**config.mk**
```make
export PLATFORM = sky130hd
export DESIGN_NAME = mem_port_arbiter
export DESIGN_NICKNAME = d
export VERILOG_FILES = /design/src/rtl/mem_port_arbiter.sv
export SDC_FILE = /design/constraint.sdc
export NUM_CORES = 1
export LEC_CHECK = 0
export CORE_MARGIN = 10
export CORE_UTILIZATION = 40
export DETAILED_ROUTE_END_ITERATION = 7
export PLACE_DENSITY = 0.81
export SLEW_MARGIN = 20
export SYNTH_ARGS = -nofsm -noshare
export SYNTH_HDL_FRONTEND = slang
export SYNTH_SLANG_ARGS = --single-unit
```
**constraint.sdc**
```tcl
create_clock -name clk -period 1.8 [get_ports clk]
set_input_delay 0.36 -clock clk [delete_from_list [all_inputs] [get_ports clk]]
set_output_delay 0.36 -clock clk [all_outputs]
set_load 0.01 [all_outputs]
```
**src/rtl/mem_port_arbiter.sv**
```systemverilog
// Round-robin arbiter sharing one memory port between the core (port 0) and the loader/debug port (port 1).
// Optional wait-state timeout with error response: define MEM_ARB_TIMEOUT_EN.
module mem_port_arbiter #(
  parameter int ADDR_W         = 32,
  parameter int DATA_W         = 32,
  parameter int TIMEOUT_CYCLES = 255
) (
  input  logic                clk,
  input  logic                reset,
  input  logic                p0_req,
  input  logic                p0_we,
  input  logic [DATA_W/8-1:0] p0_be,
  input  logic [ADDR_W-1:0]   p0_addr,
  input  logic [DATA_W-1:0]   p0_wdata,
  output logic                p0_ack,
  output logic [DATA_W-1:0]   p0_rdata,
  output logic                p0_err,
  input  logic                p1_req,
  input  logic                p1_we,
  input  logic [DATA_W/8-1:0] p1_be,
  input  logic [ADDR_W-1:0]   p1_addr,
  input  logic [DATA_W-1:0]   p1_wdata,
  output logic                p1_ack,
  output logic [DATA_W-1:0]   p1_rdata,
  output logic                p1_err,
  output logic                mem_valid,
  output logic                mem_we,
  output logic [DATA_W/8-1:0] mem_be,
  output logic [ADDR_W-1:0]   mem_addr,
  output logic [DATA_W-1:0]   mem_wdata,
  input  logic                mem_ready,
  input  logic [DATA_W-1:0]   mem_rdata,
  output logic                grant_id,
  output logic                busy
);

  localparam int BE_W = DATA_W / 8;

  typedef enum logic [1:0] {IDLE, ISSUE, RESP} state_e;

  state_e              state_q, state_d;
  logic                last_grant_q, last_grant_d;
  logic                grant_id_q, grant_id_d;
  logic                mem_we_q, mem_we_d;
  logic [BE_W-1:0]     mem_be_q, mem_be_d;
  logic [ADDR_W-1:0]   mem_addr_q, mem_addr_d;
  logic [DATA_W-1:0]   mem_wdata_q, mem_wdata_d;
  logic [DATA_W-1:0]   p0_rdata_q, p0_rdata_d;
  logic [DATA_W-1:0]   p1_rdata_q, p1_rdata_d;
  logic                pick;
  logic                timeout_hit;

`ifdef MEM_ARB_TIMEOUT_EN
  localparam int WAIT_W = ($clog2(TIMEOUT_CYCLES + 1) > 8) ? $clog2(TIMEOUT_CYCLES + 1) : 8;

  logic [WAIT_W-1:0] wait_cnt_q, wait_cnt_d;
  logic              err_q, err_d;

  // Counter sits at zero outside ISSUE, so it is clear on every entry.
  always_comb begin
    wait_cnt_d = '0;
    if (state_q == ISSUE && !mem_ready) begin
      wait_cnt_d = wait_cnt_q + WAIT_W'(1);
    end
  end

  assign timeout_hit = (state_q == ISSUE) && !mem_ready &&
                       (wait_cnt_q == WAIT_W'(TIMEOUT_CYCLES - 1));
  assign err_d       = timeout_hit;

  always_ff @(posedge clk or negedge reset) begin
    if (!reset) begin
      wait_cnt_q <= '0;
      err_q      <= 1'b0;
    end else begin
      wait_cnt_q <= wait_cnt_d;
      err_q      <= err_d;
    end
  end

  assign p0_err = err_q && (state_q == RESP) && !grant_id_q;
  assign p1_err = err_q && (state_q == RESP) &&  grant_id_q;
`else
  assign timeout_hit = 1'b0;
  assign p0_err      = 1'b0;
  assign p1_err      = 1'b0;
`endif

  always_comb begin
    // NOTE: every signal gets a default before the case so no path leaves it unassigned (no latches).
    state_d      = state_q;
    last_grant_d = last_grant_q;
    grant_id_d   = grant_id_q;
    mem_we_d     = mem_we_q;
    mem_be_d     = mem_be_q;
    mem_addr_d   = mem_addr_q;
    mem_wdata_d  = mem_wdata_q;
    p0_rdata_d   = p0_rdata_q;
    p1_rdata_d   = p1_rdata_q;
    pick         = 1'b0;

    case (state_q)
      IDLE: begin
        if (p0_req || p1_req) begin
          // A tie goes to the port that did not win last time.
          pick         = (p0_req && p1_req) ? ~last_grant_q : p1_req;
          grant_id_d   = pick;
          last_grant_d = pick;
          mem_we_d     = pick ? p1_we    : p0_we;
          mem_be_d     = pick ? p1_be    : p0_be;
          mem_addr_d   = pick ? p1_addr  : p0_addr;
          mem_wdata_d  = pick ? p1_wdata : p0_wdata;
          state_d      = ISSUE;
        end
      end
      ISSUE: begin
        if (mem_ready) begin
          if (!mem_we_q) begin
            if (grant_id_q) p1_rdata_d = mem_rdata;
            else            p0_rdata_d = mem_rdata;
          end
          state_d = RESP;
        end else if (timeout_hit) begin
          state_d = RESP;
        end
      end
      RESP:    state_d = IDLE;
      default: state_d = IDLE;
    endcase
  end

  always_ff @(posedge clk or negedge reset) begin
    if (!reset) begin
      state_q      <= IDLE;
      last_grant_q <= 1'b1;
      grant_id_q   <= 1'b0;
      mem_we_q     <= 1'b0;
      mem_be_q     <= '0;
      mem_addr_q   <= '0;
      mem_wdata_q  <= '0;
      p0_rdata_q   <= '0;
      p1_rdata_q   <= '0;
    end else begin
      // NOTE: non-blocking assignments so every flop samples pre-edge values.
      state_q      <= state_d;
      last_grant_q <= last_grant_d;
      grant_id_q   <= grant_id_d;
      mem_we_q     <= mem_we_d;
      mem_be_q     <= mem_be_d;
      mem_addr_q   <= mem_addr_d;
      mem_wdata_q  <= mem_wdata_d;
      p0_rdata_q   <= p0_rdata_d;
      p1_rdata_q   <= p1_rdata_d;
    end
  end

  assign mem_valid = (state_q == ISSUE);
  assign busy      = (state_q != IDLE);
  assign p0_ack    = (state_q == RESP) && !grant_id_q;
  assign p1_ack    = (state_q == RESP) &&  grant_id_q;
  assign mem_we    = mem_we_q;
  assign mem_be    = mem_be_q;
  assign mem_addr  = mem_addr_q;
  assign mem_wdata = mem_wdata_q;
  assign p0_rdata  = p0_rdata_q;
  assign p1_rdata  = p1_rdata_q;
  assign grant_id  = grant_id_q;

endmodule
```
---- Yosys cells after proc, flatten, opt, wreduce, memory -nomap -nowiden ----
Cells that the tools add are included.
word-level totals
  register bits ........................... 137
  bits in latches ......................... 0
  bits in writable memories ............... 0
  memory bits (read-only) ................. 0
  bits of input ports ..................... 175
  output and inout port bits .............. 140
  memories ................................ 0
cells by class
  add/subtract/negate cells ............... 0
  multipliers ............................. 0
  divide/modulo/power cells ............... 0
  order comparisons ....................... 0
  eq/ne operators ......................... 4
  shift-type cells ........................ 0
  mux-type cells .......................... 8
  bitwise logic cells ..................... 3
  reduce and logical (&&, ||, !) cells .... 11
operators by type and width
  kind                  number
  $mux W32              2
  $reduce_and A4 Y1     2
  $mux W2               2
  $mux W4               1
  $pmux W2 S2           1
  $reduce_and A2 Y1     2
  $logic_and A1 B1 Y1   3
  $not A1 Y1            3
  $eq A2 B1 Y1 const B  1
  $eq A2 B2 Y1 const B  1
  $logic_not A2 Y1      1
  $mux W1               2
  $ne A2 B1 Y1 const B  1
  $ne A2 B2 Y1 const B  1
  $reduce_bool A2 Y1    1
  $logic_not A1 Y1      1
  $logic_or A1 B1 Y1    1

---- Longest topological paths before layout ----
  word-level depth ........................ 3
  depth in mapped cells ................... 5
  mapped depth without buffers ............ 3

---- Worst setup path before layout ----
No wires, ideal clock.
  path type ............................... register to register
  start ................................... register last_grant_q
  end ..................................... register mem_addr_q[7] (netlist: mem_addr[7])
  library setup time ...................... 0.125 ns
  data arrival time ....................... 1.466 ns
  required time ........................... 1.675 ns
  setup slack ............................. 0.210 ns
  stages on the path, launching flop included .. 6
  path buffers ............................ 2
  period minus slack after synthesis ...... 1.590 ns
  cells stage by stage .................... dfstp_2 > a21bo_1 > buf_4 > buf_6 > mux2_1 > mux2_2
between the ends
  word-level cells in the longest chain between the ends .. 3
ends and longest elaborated chain
  element                 line  RTL
  start, declared         42    logic last_grant_q, last_grant_d;
  start signal, assigned  146   last_grant_q <= last_grant_d;
  $not A1 Y1              106   pick = (p0_req && p1_req) ? ~last_grant_q : p1_req;
  $mux W1                 106
  $mux W32                111   mem_addr_d = pick ? p1_addr : p0_addr;
  end signal, assigned    150   mem_addr_q <= mem_addr_d;
  end, declared           46    logic [ADDR_W-1:0] mem_addr_q, mem_addr_d;
No other way between the ends.
A chain may end at the register's enable or synchronous reset.

---- Worst setup path in the final report ----
  start ................................... register p0_rdata_q[24] (netlist: p0_rdata[24])
  end ..................................... output p0_rdata[24]
RTL lines
  element                 line  RTL
  start, declared         48    logic [DATA_W-1:0] p0_rdata_q, p0_rdata_d;
  start signal, assigned  152   p0_rdata_q <= p0_rdata_d;
  end, declared           16    output logic [DATA_W-1:0] p0_rdata,
No word-level cell between the ends.

==> metrics.txt <==
Pre-antenna DRT Iters=4; register area share after synthesis=0.573; cell area after synthesis=about 0.0060 mm²; diodes inserted=0; final wirelength=19300 µm; ys async rst share=1.00; EDFF count, synth=0; Max Cap Viol=0; core area=0.0146 mm²; Synth-to-Final Area Change=69.2%; Synth Flop Type=dfrtp_1; Synth cell types=21; worst path arrival time=1.38 ns; Fin Hold WS=0.417 ns; Setup Viol. Count Final=0; CTS H-tree lvls=4; critical path class=reg -> out; Crit-path slowest cell=clkdlybuf4s50_1; DRC viols=0; Top Ports=315; PortBufs=312; status=completed; CP top delay family=buffers and inverters; required time of the critical path=1.44 ns; total gr overflow=0; row count=44; total CTS buffers=17; largest net degree at the start of global routing=54; pwr/cell area=1700 mW/mm²; Post-CTS Setup Bufs=0; WP buf/inv=1; skew final=0.00787 ns; Initial Util=0.410; Nets=878; CTS tree=done; fin crit period=1.74 ns; proportion of layout cells with a drive suffix above 1=0.244; first-pass GRT wire length=about 29000 µm; VDD IR max=1.08 mV; Inst Count DP=about 870; antenna violations before repair=0; Worst-path clk slew=0.06 ns; via count=4366; syn avg cell area=15.8 µm²; synth warn=0; average wire per standard cell=between 20 and 25 µm; Routed Antenna Nets=0; Die ar.=0.0203 mm²; via density per instance=between 4 and 5; most frequent cells in the layout=clkdlybuf4s50_1, dfrtp_1, mux2_2; First DRT Iteration DRCs=93; maximum clock frequency=576 MHz; number of global-route vias before repair=5064; Worst path max stage delay=0.59 ns; hold crit path type=in -> async; GRT Util Overall=0.185; leakage power=4.21 nW; Yosys reg bits=137; commonest non-fill, non-tap cell in the layout=clkdlybuf4s50_1; RSZ-0062 raised after global routing=no; Die Ht=roughly 140 µm; clk sinks=137; post-detail-place hpwl=15300 µm; Tcrit/Tclk final=0.964; root buffer cell=clkbuf_16; crit-path max FO=2; Hold Violations, Final=0; max-slew violations=0; Die Span X=142 µm; cells along the critical path=clkdlybuf4s50_1; Critical Path Source Type=register; Clock Latency Late Sink=~0.4 ns; CTS Buffer Depth=2; Cells after Synth=378; GP Congestion=about 0.75; non-filler instance count after layout=900; Setup crit end kind=primary output
state kept, by name, indices dropped and copies added, names as in the netlist:
name / count
mem_addr: 32
mem_wdata: 32
p0_rdata: 32
p1_rdata: 32
mem_be: 4
state_q: 2
grant_id: 1
last_grant_q: 1
mem_we: 1
timing repair:
action	CTS	global route
hold buffers	1	0
endpoints found under the hold margin	37	0
gates cloned	0	1
setup endpoints to repair	6	3
resized for setup	7	5
worst paths after layout:
kind | from | to | slack (ns) | depth (start not counted)
max in group asynchronous | reset | last_grant_q$_DFFE_PN1P_ | 0.74 | 3
worst min register to register | p0_rdata[4]$_DFFE_PN0P_ | p0_rdata[4]$_DFFE_PN0P_ | 0.48 | 1
min in group clk | p0_rdata[4]$_DFFE_PN0P_ | p0_rdata[4]$_DFFE_PN0P_ | 0.48 | 1
worst max-delay path | p0_rdata[24]$_DFFE_PN0P_ | p0_rdata[24] | 0.06 | 1
worst min-delay path | reset | p1_rdata[8]$_DFFE_PN0P_ | 0.42 | 2
worst max register to register | last_grant_q$_DFFE_PN1P_ | mem_addr[28]$_DFFE_PN0P_ | 0.07 | 4
Yosys cell counts, types with 2 or more instances:
| library cell | count | area share |
|---|---|---|
| and3b_1 | 2 | 0.0029 |
| buf_4 | 6 | 0.0075 |
| inv_1 | 2 | 0.0013 |
| buf_6 | 7 | 0.013 |
| mux2_2 | 121 | 0.23 |
| buf_2 | 10 | 0.0084 |
| mux2_1 | 81 | 0.15 |
| dfrtp_1 | 136 | 0.57 |
stage by stage:
stage | worst slack [ns] | instance area, µm² | power (mW) | utilization | setup TNS (ns)
after floorplan | 0.210 | 5990 | 8.69 | - | 0
after global placement | -0.275 | 9400 | 13.1 | 0.644 | -22.16
after detailed placement | -0.316 | 9400 | 13.4 | 0.644 | -29.38
after CTS | 0.0221 | 10100 | 17.4 | 0.692 | 0
after global routing | 0.00126 | 10100 | 18.1 | 0.694 | 0
final | 0.0642 | 10100 | 17.2 | 0.694 | 0
area by class of cell:
class,count,area [µm²]
Fill cell,997,4460
Sequential cell,137,3430
Timing Repair Buffer,328,3370
Multi-Input combinational cell,217,2400
Clock buffer,17,425
Clock inverter,15,262
Tap cell,184,230
Inverter,2,7.51
cell families after synthesis:
family	after synthesis	synth area share
flip-flops	137	0.573
buffers and inverters	25	0.0303
AND/OR/NAND/NOR	7	0.00920
other	1	0.000627
multiplexers	202	0.380
AO/OA/AOI/OAI	6	0.00669
per-layer routing:
layer,track usage,up-vias,share of wire
li1,-,2001,-
met1,0.173,2143,0.33
met2,0.328,203,0.52
met4,0.0463,0,0.014
met5,0,-,0
met3,0.117,19,0.13
report_power, final:
group / internal [mW] / switching (mW) / total [mW] / leakage, nW
clock network: 2.64 / 1.36 / 4.00 / 0.335
registers: 4.66 / 0.847 / 5.51 / 1.63
logic: 4.76 / 2.93 / 7.68 / 2.25
total: 12.1 / 5.13 / 17.2 / 4.21
Note: power is estimated with default switching activity, not from simulation.
